File: config.mk
export PLATFORM = sky130hd
export DESIGN_NAME = sid_post_filter
export DESIGN_NICKNAME = d
export VERILOG_FILES = /design/src/rtl/sid_post_pkg.sv /design/src/rtl/sid_svf.sv /design/src/rtl/sid_post_filter.sv
export SDC_FILE = /design/constraint.sdc
export NUM_CORES = 2
export LEC_CHECK = 0
export ABC_AREA = 1
export CAP_MARGIN = 10
export CORE_MARGIN = 2
export CORE_UTILIZATION = 40
export CTS_BUF_LIST = sky130_fd_sc_hd__clkbuf_16
export DETAILED_ROUTE_END_ITERATION = 7
export DONT_BUFFER_PORTS = 1
export PLACE_DENSITY = 0.55
export SLEW_MARGIN = 15
export SYNTH_ARGS = -nofsm -noshare
export SYNTH_HDL_FRONTEND = slang
export SYNTH_SLANG_ARGS = --single-unit
File: constraint.sdc
create_clock -name clk -period 45.5 [get_ports clk]
set_input_delay 13.65 -clock clk [delete_from_list [all_inputs] [get_ports clk]]
set_output_delay 13.65 -clock clk [all_outputs]
set_load 0.02 [all_outputs]
File: src/rtl/sid_post_pkg.sv
// Shared constants, register map and saturation helper for the SID analog back end.
package sid_post_pkg;

  typedef enum logic [4:0] {
    REG_FC_LO    = 5'h15,
    REG_FC_HI    = 5'h16,
    REG_RES      = 5'h17,
    REG_MODE_VOL = 5'h18
  } sid_reg_e;

  localparam int unsigned F_BASE    = 12;
  localparam int unsigned Q_BASE    = 5792;
  localparam int unsigned Q_STEP    = 256;
  localparam int          MIXER_DC  = -7489;
  localparam int          OLP_COEF  = 3;
  localparam int          OLP_SHIFT = 5;

  function automatic logic signed [15:0] sat16(input logic signed [31:0] x);
    logic signed [15:0] r;
    if (x > 32'sd32767)       r = 16'sh7FFF;
    else if (x < -32'sd32768) r = 16'sh8000;
    else                      r = x[15:0];
    return r;
  endfunction

endpackage

File: src/rtl/sid_svf.sv
// Filter control registers, cutoff/resonance coefficient mapping and the
// state-variable filter update (LP/BP/HP).
module sid_svf
  import sid_post_pkg::*;
(
  input  logic               clk_i,
  input  logic               rst_ni,
  input  logic               clk_en_i,
  input  logic               we_i,
  input  logic [4:0]         addr_i,
  input  logic [7:0]         data_i,
  input  logic signed [15:0] in_i,
  output logic signed [15:0] lp_o,
  output logic signed [15:0] bp_o,
  output logic signed [15:0] hp_o,
  output logic [2:0]         mode_o,
  output logic [3:0]         volume_o
);

  logic [10:0]        cutoff_q, cutoff_d;
  logic [3:0]         res_q, res_d;
  logic [2:0]         mode_q, mode_d;
  logic [3:0]         volume_q, volume_d;
  logic [15:0]        f_coef, q_coef;
  logic signed [31:0] q_bp, f_hp, f_bp;
  logic signed [15:0] lp_q, lp_d, bp_q, bp_d, hp_q, hp_d;

  always_comb begin
    cutoff_d = cutoff_q;
    res_d    = res_q;
    mode_d   = mode_q;
    volume_d = volume_q;
    if (we_i) begin
      case (addr_i)
        REG_FC_LO:    cutoff_d[2:0]  = data_i[2:0];
        REG_FC_HI:    cutoff_d[10:3] = data_i;
        REG_RES:      res_d          = data_i[7:4];
        REG_MODE_VOL: begin
          mode_d   = data_i[6:4];
          volume_d = data_i[3:0];
        end
        default: ;
      endcase
    end
  end

  // f ~= 2.5*cutoff + base (Q0.16); q falls linearly with resonance (Q.12)
  assign f_coef = 16'(F_BASE) + {4'b0, cutoff_q, 1'b0} + {6'b0, cutoff_q[10:1]};
  assign q_coef = 16'(Q_BASE) - 16'(Q_STEP * res_q);

  always_comb begin
    q_bp = $signed({16'b0, q_coef}) * 32'(bp_q);
    hp_d = sat16(32'(in_i) - 32'(lp_q) - (q_bp >>> 12));
    f_hp = $signed({16'b0, f_coef}) * 32'(hp_d);
    bp_d = sat16(32'(bp_q) + (f_hp >>> 16));
    f_bp = $signed({16'b0, f_coef}) * 32'(bp_d);
    lp_d = sat16(32'(lp_q) + (f_bp >>> 16));
  end

  always_ff @(posedge clk_i) begin
    if (!rst_ni) begin
      cutoff_q <= '0;
      res_q    <= '0;
      mode_q   <= '0;
      volume_q <= '1;
      lp_q     <= '0;
      bp_q     <= '0;
      hp_q     <= '0;
    end else begin
      cutoff_q <= cutoff_d;
      res_q    <= res_d;
      mode_q   <= mode_d;
      volume_q <= volume_d;
      if (clk_en_i) begin
        lp_q <= lp_d;
        bp_q <= bp_d;
        hp_q <= hp_d;
      end
    end
  end

  assign lp_o     = lp_q;
  assign bp_o     = bp_q;
  assign hp_o     = hp_q;
  assign mode_o   = mode_q;
  assign volume_o = volume_q;

endmodule

File: src/rtl/sid_post_filter.sv
// SID analog back end: state-variable filter, post-filter mixer with DC offset,
// 17-to-16-bit clipper, master volume and fixed one-pole output lowpass.
module sid_post_filter #(
  parameter int MIXER_WIDTH = 17,
  parameter int MIXER_DC    = sid_post_pkg::MIXER_DC
) (
  input  logic               clk,
  input  logic               iRstN,
  input  logic               clkEn,
  input  logic               iWE,
  input  logic [4:0]         iAddr,
  input  logic [7:0]         iDataW,
  input  logic signed [15:0] iIn,
  input  logic signed [15:0] iBypass,
  output logic signed [15:0] oOut
);
  import sid_post_pkg::*;

  logic signed [15:0]            lp, bp, hp;
  logic [2:0]                    mode;
  logic [3:0]                    volume;
  logic signed [31:0]            mix_sum;
  logic signed [MIXER_WIDTH-1:0] mix_q, mix_d;
  logic signed [15:0]            clip;
  logic signed [19:0]            vol_prod;
  logic signed [15:0]            vol_q, vol_d;
  logic signed [17:0]            olp_diff;
  logic signed [19:0]            olp_step;
  logic signed [15:0]            out_q, out_d;

  sid_svf u_svf (
    .clk_i    (clk),
    .rst_ni   (iRstN),
    .clk_en_i (clkEn),
    .we_i     (iWE),
    .addr_i   (iAddr),
    .data_i   (iDataW),
    .in_i     (iIn),
    .lp_o     (lp),
    .bp_o     (bp),
    .hp_o     (hp),
    .mode_o   (mode),
    .volume_o (volume)
  );

  always_comb begin
    mix_sum = 32'(iBypass) + 32'(MIXER_DC);
    if (mode[0]) mix_sum = mix_sum + 32'(lp);
    if (mode[1]) mix_sum = mix_sum + 32'(bp);
    if (mode[2]) mix_sum = mix_sum + 32'(hp);
    mix_d = MIXER_WIDTH'(mix_sum);
  end

  always_comb begin
    if (32'(mix_q) > 32'sd32767)       clip = 16'sh7FFF;
    else if (32'(mix_q) < -32'sd32768) clip = 16'sh8000;
    else                               clip = mix_q[15:0];
  end

  assign vol_prod = 20'(clip) * $signed({16'b0, volume});
  assign vol_d    = 16'(vol_prod >>> 4);

  // alpha = 3/32 one-pole lowpass; floor shift keeps it bit-exact with the reference
  assign olp_diff = 18'(vol_q) - 18'(out_q);
  assign olp_step = (20'(olp_diff) * 20'(OLP_COEF)) >>> OLP_SHIFT;
  assign out_d    = out_q + 16'(olp_step);

  always_ff @(posedge clk) begin
    if (!iRstN) begin
      mix_q <= '0;
      vol_q <= '0;
      out_q <= '0;
    end else begin
      mix_q <= mix_d;
      vol_q <= vol_d;
      if (clkEn) out_q <= out_d;
    end
  end

  assign oOut = out_q;

endmodule

==> flow_summary.toml <==
[finish]
fin_nets = 5836
fill_cells = 9230
finalNonFillerCells = 5931
insertedDiodeCount = 0
layout_commonest_cell = "inv_1"
layout-drive-gt1-share = 0.0291
regArea_um2 = 2380
multi_input_comb_area_um2 = 28200
area_growth_syn_to_layout_pct = 5.65
final_cell_mix = "inv_1, nand2_1, ha_1, nor2_1, fa_1"

[min_path]
hp-class = "flop to flop"

[timing]
tightest_slew_ns = 1.15
period_share = 0.710
fin_skew_ns = 0.0156
setup_viol = 0
final.setup.tns_ns = 0
fmax_mhz = 30.9
maxSlewViolCount = 0
rsz0062_at_grt = "no"
hold_ws_ns = 0.483
min_period_ns = 32.32
maxSlewHeadroom = 0.230
hold_viol = 0

[floorplanning]
start_util = 0.404
die_area_um2 = 89900
num_rows = 108
fp.dieW_um = 300
core_area_um2 = 86800
ioPinCount = 65
die_h_um = 300

[setup_path]
cpMostUsedCell = "inv_1"
crit_path_start_kind = "input pin"
cp.arrival_ns = 32.71
rr_worst_depth = 110
crit_required_ns = 45.89
worst-path-max-fanout = 17
r2r_end = "u_svf.lp_o[14]"
critPathLaunch = "iIn[0]"
r2r-start = "u_svf.res_q[0]"
end_kind = "flop"
slowest_stage = "a21oi_1"
critical_path_class = "input pin to flop"
slowest_delay_ns = 0.65
critPathCapture = "u_svf.lp_o[14]"
reg2reg_slack_ns = 19.20

[yosys]
yosysWarnings = 0
synth-compound-area-share = 0.110
synthSimpleGateAreaFrac = 0.180
synth_cell_type_count = 62
muxShareOfSynthArea = 0
ys_ff_latch = 119
synth_top_flop_cell = "dfxtp_1"
seq_area_frac_synth = 0.0680
syn_inst = 4790
synth_edf_count = 0
avgSynthCellArea_um2 = 7.31
syn_area_um2 = 35000
synth_top_family_by_area = "adder cells"
synthArstFlopShare = 0
synth_fa_ha_area_frac = 0.464
synth_xor_area_frac = 0.0472

[clocking]
cts_root_buf = "clkbuf_16"
cts_setup_buffers = 0
path_clk_slew_ns = 0.06
cts_tree = "yes"
cts_sinks = 119
ctsResizeCount = 0
numCtsBuffers = 17
htreeDepth = 4
holdBufCountCts = 0
clk_path_buf_depth = 2
clkLatencyLatePin_ns = 0.47

[global_route]
grt_max_degree = 69
antenna_found_initial = 2
grt_pass1_vias = 29851
grt_first_pass_wirelength_mm = 168
grt_usage = 0.241
grt_overflow_total = 0

[detailed_routing]
dr.pass1.iters = 5
ant_nets = 0
via_per_inst = 5.03
totalWireLength_mm = 106
wl_per_cell_um = 17.9
drc = 0
first_iter_violations = 1634
vias = 29824

[placed_design]
place_congestion = 0.939
port_buffers = 0
hpwl_mm = 90.3
placed_cells = 5899

[outcome]
status = "complete, no violations"

[job]
maxCapViolCount = 0
[sequential cells by signal, indices dropped and copies added (netlist names)]
| signal | flops |
|---|---|
| oOut | 16 |
| u_svf.hp_o | 16 |
| u_svf.lp_o | 16 |
| vol_q | 16 |
| u_svf.bp_o | 16 |
| u_svf.cutoff_q | 11 |
| u_svf.res_q | 4 |
| u_svf.mode_o | 3 |
| u_svf.volume_o | 4 |
| mix_q | 17 |
[Yosys cell counts (58+ instances only)]
cell      instances  share of area
xor2_1          129          0.032
nor2_1          468          0.050
a21oi_1         330          0.047
nand2_1         862          0.092
xnor2_1          58          0.015
o21ai_0         186          0.027
clkbuf_1         82         0.0088
fa_1            459           0.26
inv_1          1101           0.12
nand3_1          92          0.013
ha_1            565           0.20
dfxtp_1         119          0.068
[cell families after synthesis]
logic type	after synthesis
AND/OR/NAND/NOR	1553
buffers and inverters	1215
adder cells (fa/ha/maj)	1024
AO/OA/AOI/OAI	689
XOR/XNOR	188
flip-flops	119
other	2
[how the worst min path moves through the flow]
stage	from	end	depth (start not counted)
3_3_place_gp	u_svf.res_q[1]	u_svf.res_q[1]	2
6_report	u_svf.res_q[1]	u_svf.res_q[1]	2
2_1_floorplan	u_svf.res_q[3]	u_svf.res_q[3]	2
3_5_place_dp	u_svf.res_q[1]	u_svf.res_q[1]	2
4_1_cts	u_svf.res_q[1]	u_svf.res_q[1]	2
5_1_grt	u_svf.res_q[1]	u_svf.res_q[1]	2
[metrics by stage]
step | cell area (µm²) | setup WS (ns) | util
6_report | 37000 | 13.18 | 0.426
5_1_grt | 37000 | 11.91 | 0.426
4_1_cts | 37000 | 13.29 | 0.426
3_5_place_dp | 36400 | 12.78 | 0.420
3_3_place_gp | 36400 | 13.05 | 0.420
2_1_floorplan | 35100 | 15.75 | -
[metal layers]
layer | vias up | track usage | part of all wire
met3 | 113 | 0.0290 | 0.049
li1 | 14717 | - | -
met4 | 0 | 0.0615 | 0.027
met5 | - | 0 | 0
met2 | 648 | 0.411 | 0.48
met1 | 14346 | 0.323 | 0.45
[final cells by class]
type / count / share of cell area
Clock inverter: 15 / 0.00470
Multi-Input combinational cell: 3484 / 0.762
Timing Repair Buffer: 21 / 0.00426
Clock buffer: 17 / 0.0115
Sequential cell: 119 / 0.0644
Inverter: 1120 / 0.114
Tap cell: 1155 / 0.0391
[critical path: cells and delay by family]
| family | cells | cell delay, ns |
|---|---|---|
| fa+ha+maj | 21 | 9.15 |
| simple gates | 31 | 4.38 |
| compound gates | 13 | 2.70 |
| buf+inv | 21 | 2.31 |
| xor+xnor | 2 | 0.50 |
Power is left out: the tool's default activity adds up to more than one toggle a clock period on the data nets, which glitch-free logic cannot reach.
